<file path="src/rtl/mac_operand_sequencer_if.sv">
// Operand/SRAM/MAC signal bundle for one mac_operand_sequencer lane.
// The master modport is the sequencer side; the slave modport is the controller, SRAMs and MAC.
interface mac_operand_sequencer_if #(
  parameter int DATA_W = 32,
  parameter int ADDR_W = 10,
  parameter int LEN_W  = 10
);
  logic              start;
  logic [LEN_W-1:0]  cfg_len;
  logic [ADDR_W-1:0] cfg_ifmap_base;
  logic [ADDR_W-1:0] cfg_weight_base;
  logic [ADDR_W-1:0] cfg_stride;

  logic              ifmap_rd_en;
  logic [ADDR_W-1:0] ifmap_addr;
  logic [DATA_W-1:0] ifmap_rdata;
  logic              weight_rd_en;
  logic [ADDR_W-1:0] weight_addr;
  logic [DATA_W-1:0] weight_rdata;

  logic [DATA_W-1:0] mac_ifmap;
  logic [DATA_W-1:0] mac_weights;
  logic              mac_en;
  logic              mac_lastdata;
  logic              mac_reset;
  logic [DATA_W-1:0] mac_accumulation;

  logic              busy;
  logic              done;
  logic [DATA_W-1:0] result;

  modport master (
    input  start, cfg_len, cfg_ifmap_base, cfg_weight_base, cfg_stride,
    input  ifmap_rdata, weight_rdata, mac_accumulation,
    output ifmap_rd_en, ifmap_addr, weight_rd_en, weight_addr,
    output mac_ifmap, mac_weights, mac_en, mac_lastdata, mac_reset,
    output busy, done, result
  );

  modport slave (
    output start, cfg_len, cfg_ifmap_base, cfg_weight_base, cfg_stride,
    output ifmap_rdata, weight_rdata, mac_accumulation,
    input  ifmap_rd_en, ifmap_addr, weight_rd_en, weight_addr,
    input  mac_ifmap, mac_weights, mac_en, mac_lastdata, mac_reset,
    input  busy, done, result
  );
endinterface

</file>
<file path="src/rtl/mac_operand_sequencer.sv">
// Sequences one dot product: clears the MAC, streams N operand pairs from two
// 1-cycle-latency SRAMs, flags the last pair, then captures the accumulation.
module mac_operand_sequencer #(
  parameter int DATA_W = 32,
  parameter int ADDR_W = 10,
  parameter int LEN_W  = 10
) (
  input  logic clk,
  input  logic reset,
  mac_operand_sequencer_if.master bus
);

  typedef enum logic [2:0] {
    IDLE,
    CLEAR,
    ISSUE,
    DRAIN,
    CAPTURE,
    CAPTURE_ZERO
  } state_t;

  state_t            state_reg, state_next;
  logic [LEN_W-1:0]  len_reg;
  logic [LEN_W-1:0]  cnt_reg;
  logic [ADDR_W-1:0] stride_reg;
  logic              mac_en_reg;
  logic              last_reg;
  logic              done_reg;
  logic [DATA_W-1:0] result_reg;

  logic accept;
  logic issue;
  logic last_pair;

  assign accept    = (state_reg == IDLE) && bus.start;
  assign issue     = (state_reg == ISSUE);
  assign last_pair = (cnt_reg == len_reg - LEN_W'(1));

  always_ff @(posedge clk) begin
    if (reset) begin
      state_reg <= IDLE;
    end else begin
      state_reg <= state_next;
    end
  end

  always_comb begin
    state_next = state_reg;
    case (state_reg)
      IDLE: begin
        if (bus.start) begin
          state_next = (bus.cfg_len == '0) ? CAPTURE_ZERO : CLEAR;
        end
      end
      CLEAR:        state_next = ISSUE;
      ISSUE:        if (last_pair) state_next = DRAIN;
      DRAIN:        state_next = CAPTURE;
      CAPTURE:      state_next = IDLE;
      CAPTURE_ZERO: state_next = IDLE;
      default:      state_next = IDLE;
    endcase
  end

  // One running-sum address generator per stream; both share the latched stride.
  for (genvar gi = 0; gi < 2; gi++) begin : g_addr
    logic [ADDR_W-1:0] base;
    logic [ADDR_W-1:0] addr_reg;

    assign base = (gi == 0) ? bus.cfg_ifmap_base : bus.cfg_weight_base;

    always_ff @(posedge clk) begin
      if (reset) begin
        addr_reg <= '0;
      end else if (accept) begin
        addr_reg <= base;
      end else if (issue) begin
        addr_reg <= addr_reg + stride_reg;
      end
    end
  end

  always_ff @(posedge clk) begin
    if (reset) begin
      len_reg    <= '0;
      cnt_reg    <= '0;
      stride_reg <= '0;
      mac_en_reg <= 1'b0;
      last_reg   <= 1'b0;
      done_reg   <= 1'b0;
      result_reg <= '0;
    end else begin
      // MAC strobes trail the read strobes by the SRAM read latency.
      mac_en_reg <= issue;
      last_reg   <= issue && last_pair;
      done_reg   <= 1'b0;
      if (accept) begin
        len_reg    <= bus.cfg_len;
        stride_reg <= bus.cfg_stride;
        cnt_reg    <= '0;
      end
      if (issue) begin
        cnt_reg <= cnt_reg + LEN_W'(1);
      end
      if (state_reg == CAPTURE) begin
        result_reg <= bus.mac_accumulation;
        done_reg   <= 1'b1;
      end
      if (state_reg == CAPTURE_ZERO) begin
        result_reg <= '0;
        done_reg   <= 1'b1;
      end
    end
  end

  assign bus.ifmap_rd_en  = issue;
  assign bus.weight_rd_en = issue;
  assign bus.ifmap_addr   = g_addr[0].addr_reg;
  assign bus.weight_addr  = g_addr[1].addr_reg;

  assign bus.mac_ifmap    = bus.ifmap_rdata;
  assign bus.mac_weights  = bus.weight_rdata;
  assign bus.mac_en       = mac_en_reg;
  assign bus.mac_lastdata = last_reg;
  assign bus.mac_reset    = reset || (state_reg == CLEAR);

  assign bus.busy   = (state_reg != IDLE);
  assign bus.done   = done_reg;
  assign bus.result = result_reg;

endmodule

</file>
<file path="src/flat_wrapper.sv">
// flat-port wrapper written by rule: the top's interface ports become plain ports
module mac_operand_sequencer_flat 
#(
  parameter int DATA_W = 32,
  parameter int ADDR_W = 10,
  parameter int LEN_W  = 10
)
  (clk, reset, bus_start, bus_cfg_len, bus_cfg_ifmap_base, bus_cfg_weight_base, bus_cfg_stride, bus_ifmap_rdata, bus_weight_rdata, bus_mac_accumulation, bus_ifmap_rd_en, bus_ifmap_addr, bus_weight_rd_en, bus_weight_addr, bus_mac_ifmap, bus_mac_weights, bus_mac_en, bus_mac_lastdata, bus_mac_reset, bus_busy, bus_done, bus_result);
  mac_operand_sequencer_if #(.DATA_W(DATA_W), .ADDR_W(ADDR_W), .LEN_W(LEN_W)) bus_i ();
  input  logic clk;
  input  logic reset;
  input wire logic [$bits(bus_i.start)-1:0] bus_start;
  input wire logic [$bits(bus_i.cfg_len)-1:0] bus_cfg_len;
  input wire logic [$bits(bus_i.cfg_ifmap_base)-1:0] bus_cfg_ifmap_base;
  input wire logic [$bits(bus_i.cfg_weight_base)-1:0] bus_cfg_weight_base;
  input wire logic [$bits(bus_i.cfg_stride)-1:0] bus_cfg_stride;
  input wire logic [$bits(bus_i.ifmap_rdata)-1:0] bus_ifmap_rdata;
  input wire logic [$bits(bus_i.weight_rdata)-1:0] bus_weight_rdata;
  input wire logic [$bits(bus_i.mac_accumulation)-1:0] bus_mac_accumulation;
  output wire logic [$bits(bus_i.ifmap_rd_en)-1:0] bus_ifmap_rd_en;
  output wire logic [$bits(bus_i.ifmap_addr)-1:0] bus_ifmap_addr;
  output wire logic [$bits(bus_i.weight_rd_en)-1:0] bus_weight_rd_en;
  output wire logic [$bits(bus_i.weight_addr)-1:0] bus_weight_addr;
  output wire logic [$bits(bus_i.mac_ifmap)-1:0] bus_mac_ifmap;
  output wire logic [$bits(bus_i.mac_weights)-1:0] bus_mac_weights;
  output wire logic [$bits(bus_i.mac_en)-1:0] bus_mac_en;
  output wire logic [$bits(bus_i.mac_lastdata)-1:0] bus_mac_lastdata;
  output wire logic [$bits(bus_i.mac_reset)-1:0] bus_mac_reset;
  output wire logic [$bits(bus_i.busy)-1:0] bus_busy;
  output wire logic [$bits(bus_i.done)-1:0] bus_done;
  output wire logic [$bits(bus_i.result)-1:0] bus_result;
  assign bus_i.start = bus_start;
  assign bus_i.cfg_len = bus_cfg_len;
  assign bus_i.cfg_ifmap_base = bus_cfg_ifmap_base;
  assign bus_i.cfg_weight_base = bus_cfg_weight_base;
  assign bus_i.cfg_stride = bus_cfg_stride;
  assign bus_i.ifmap_rdata = bus_ifmap_rdata;
  assign bus_i.weight_rdata = bus_weight_rdata;
  assign bus_i.mac_accumulation = bus_mac_accumulation;
  assign bus_ifmap_rd_en = bus_i.ifmap_rd_en;
  assign bus_ifmap_addr = bus_i.ifmap_addr;
  assign bus_weight_rd_en = bus_i.weight_rd_en;
  assign bus_weight_addr = bus_i.weight_addr;
  assign bus_mac_ifmap = bus_i.mac_ifmap;
  assign bus_mac_weights = bus_i.mac_weights;
  assign bus_mac_en = bus_i.mac_en;
  assign bus_mac_lastdata = bus_i.mac_lastdata;
  assign bus_mac_reset = bus_i.mac_reset;
  assign bus_busy = bus_i.busy;
  assign bus_done = bus_i.done;
  assign bus_result = bus_i.result;
  mac_operand_sequencer #(.DATA_W(DATA_W), .ADDR_W(ADDR_W), .LEN_W(LEN_W)) u_core (.clk(clk), .reset(reset), .bus(bus_i));
endmodule
</file>
<file path="config.mk">
export PLATFORM = sky130hd
export DESIGN_NAME = mac_operand_sequencer_flat
export DESIGN_NICKNAME = d
export VERILOG_FILES = /design/src/rtl/mac_operand_sequencer_if.sv /design/src/rtl/mac_operand_sequencer.sv /design/src/flat_wrapper.sv
export SDC_FILE = /design/constraint.sdc
export NUM_CORES = 1
export LEC_CHECK = 0
export CORE_MARGIN = 2
export CORE_UTILIZATION = 35
export CTS_BUF_LIST = sky130_fd_sc_hd__clkbuf_16
export DETAILED_ROUTE_END_ITERATION = 10
export PLACE_DENSITY = 0.73
export SETUP_SLACK_MARGIN = 0.1
export SYNTH_ARGS = -nofsm -noshare
export SYNTH_HDL_FRONTEND = slang
export SYNTH_SLANG_ARGS = --single-unit
</file>
<file path="constraint.sdc">
create_clock -name clk -period 5.7 [get_ports clk]
set_input_delay 1.14 -clock clk [delete_from_list [all_inputs] [get_ports clk]]
set_output_delay 1.14 -clock clk [all_outputs]
set_load 0.05 [all_outputs]
</file>
==> results.toml <==
[timing]
rsz0062_at_grt = "no"
finalSetupViolations = 0
fin_crit_sh = 0.711
slew_headroom = 0.289
fin_hold_ws_ns = 0.454
final_hold_viol_count = 0
fin_skew_ns = 0.00922
worst_pin_slew_ns = 1.06
max_freq_mhz = 247
fin_crit_ns = 4.05
finalMaxSlewViolations = 0
fin_tns_setup_ns = 0

[global_routing]
grt_pass1_wl_mm = 20.4
grt_pass1_vias = 4184
grt_start_max_net_pins = 57
grt_antenna_before_repair = 0
grt_usage = 0.167
grt.overflow.total = 0

[clock_tree]
cts_resized = 0
cts_setup_buffers = 0
cts_tree = "yes"
root_buffer = "clkbuf_16"
cts_max_level = 3
clockBufferDepth = 2
cts_hold_buf = 0
clk_latency_ns = 0.35
path_clk_slew_ns = 0.07
cts_inserted_buffers = 9
clock_sinks = 88

[detailed_routing]
drt_pass1_iterations = 6
drt-met1-wl_mm = 5.76
ant_nets = 0
post_drt_wl_per_cell_um = 14.5
routed_wirelength_mm = 12.6
topRoutingLayerUsed = "met4"
wl_met2_mm = 5.85
met3_length_um = 704
avgViaCountPerCell = 5.08
drt-initial-drc-count = 223
num_vias = 4421
drc = 0

[placement]
portBuffers = 133
dp_hpwl_mm = 9.09
place_congestion = 0.866

[floorplan]
ios = 262
die_height_um = 123
num_rows = 43
die-area_um2 = 15200
die_width_um = 123
placeableCoreArea_um2 = 13900
start_util = 0.359

[logic_synthesis]
yosysSeqAreaShare = 0.353
syn_area_um2 = 4990
ys.flop_type = "dfxtp_1"
synthCells = 635
avgSynthCellArea_um2 = 7.85
synth_edf_count = 0
yosys_register_bits = 88
syn-num-nets = 796
yosysWarnings = 0
ys_async_sr_fraction = 0
synth_cell_types = 61

[power_and_ir_drop]
p_leak_nw = 2.27
p_per_area_nw_per_um2 = 267
irDropWorstVdd_uv = 132

[layout]
insertedDiodeCount = 0
largest_reg_flops = 32
mostFrequentLayoutCells = "nand2_1 (135), clkdlybuf4s50_1 (132), dfxtp_1 (88)"
drive_gt1_frac = 0.0564
layout_commonest_cell = "nand2_1"
syn_to_final_growth_pct = 25.4
nets = 847

[min_path]
hold_path_class = "flip-flop to flip-flop"

[setup_path]
cp.buffers_inverters = 3
critPathMaxStageDelay_ns = 0.92
crit_family = "buffers and inverters"
path_class = "flip-flop to output port"
crit_required_ns = 4.56
cp-end-kind = "output port"
critPathMaxFanout = 30
path_cells = "or3b_1, buf_4, inv_2, clkdlybuf4s50_1"
cp_slowest_cell = "clkdlybuf4s50_1"
cp-start-kind = "flip-flop"
cp.arrival_ns = 2.91

[outcome]
status = "finished, final reports clean"

[flow_run]
maxCapViolCount = 0
-- cell type report --
cell class / instances / area (um^2)
fillers: 1393 / 7630
multi-input cells: 436 / 2550
flip-flops and latches: 88 / 1760
repair buffers: 139 / 1370
clock buffers: 9 / 225
well taps: 180 / 225
clock inverters: 7 / 75.1
inverters: 12 / 45.0
-- stage by stage --
| step | setup WS, ns | power (W) | area (um^2) | utilization | cells |
|---|---|---|---|---|---|
| after floorplan | 2.76 | 0.00107 | 4990 | - | 635 |
| after global placement | 2.07 | 0.00109 | 5950 | 0.429 | 855 |
| after detailed placement | 2.02 | 0.00109 | 5950 | 0.429 | 855 |
| after CTS | 1.64 | 0.00168 | 6250 | 0.451 | 871 |
| after global routing | 1.50 | 0.00175 | 6250 | 0.451 | 871 |
| final | 1.65 | 0.00167 | 6250 | 0.451 | 871 |
-- report_power, final --
part           leakage (nW)  switching (W)  total, W  internal (W)
logic                  1.41       0.000227  0.000395      0.000168
clock network         0.144       0.000282  0.000592      0.000310
registers             0.716      0.0000360  0.000681      0.000645
total                  2.27       0.000545   0.00167       0.00112
-- worst reg2reg max path, delay by kind of cell, from the launching register on --
| family | cells | cell delay, ns |
|---|---|---|
| AND/OR/NAND/NOR | 3 | 1.05 |
| buffers and inverters | 2 | 0.68 |
| flip-flops | 1 | 0.58 |
| AO/OA/AOI/OAI | 2 | 0.26 |
-- per-layer routing --
layer,vias to the layer above,track usage
li1,2257,-
met1,2020,0.220
met2,115,0.258
met3,29,0.0429
met4,0,0.0746
met5,-,0
-- synthesized netlist by cell type (9+ instances only) --
| master | count | share of area |
|---|---|---|
| inv_1 | 11 | 0.0083 |
| ha_1 | 20 | 0.050 |
| dfxtp_1 | 88 | 0.35 |
| clkbuf_1 | 22 | 0.017 |
| a21oi_1 | 78 | 0.078 |
| nand3_1 | 14 | 0.014 |
| buf_4 | 67 | 0.10 |
| a211oi_1 | 11 | 0.017 |
| nor2_1 | 34 | 0.026 |
| nor3_1 | 9 | 0.0090 |
| nand2_1 | 135 | 0.10 |
| o21ai_0 | 18 | 0.018 |
| xnor2_1 | 14 | 0.025 |
-- cells by family after synthesis --
kind of cell / after synthesis / synth area share
buffers and inverters: 111 / 0.137
AO/OA/AOI/OAI: 162 / 0.201
adder cells (fa/ha/maj): 22 / 0.0582
XOR/XNOR: 20 / 0.0351
flip-flops: 88 / 0.353
multiplexers: 5 / 0.0108
AND/OR/NAND/NOR: 227 / 0.205
-- path summary, 6_finish.rpt --
check | slack (ns) | end | from | cells past startpoint
setup / recovery | 1.65 | bus_weight_rd_en | u_core.state_reg[1] | 4
hold / removal | 0.45 | u_core.bus.result[29] | u_core.bus.result[29] | 2
setup reg to reg | 3.03 | u_core.bus.ifmap_addr[9] | u_core.state_reg[1] | 7
hold reg to reg | 0.45 | u_core.bus.result[29] | u_core.bus.result[29] | 2
No activity file was read; power rests on OpenSTA's default activity.
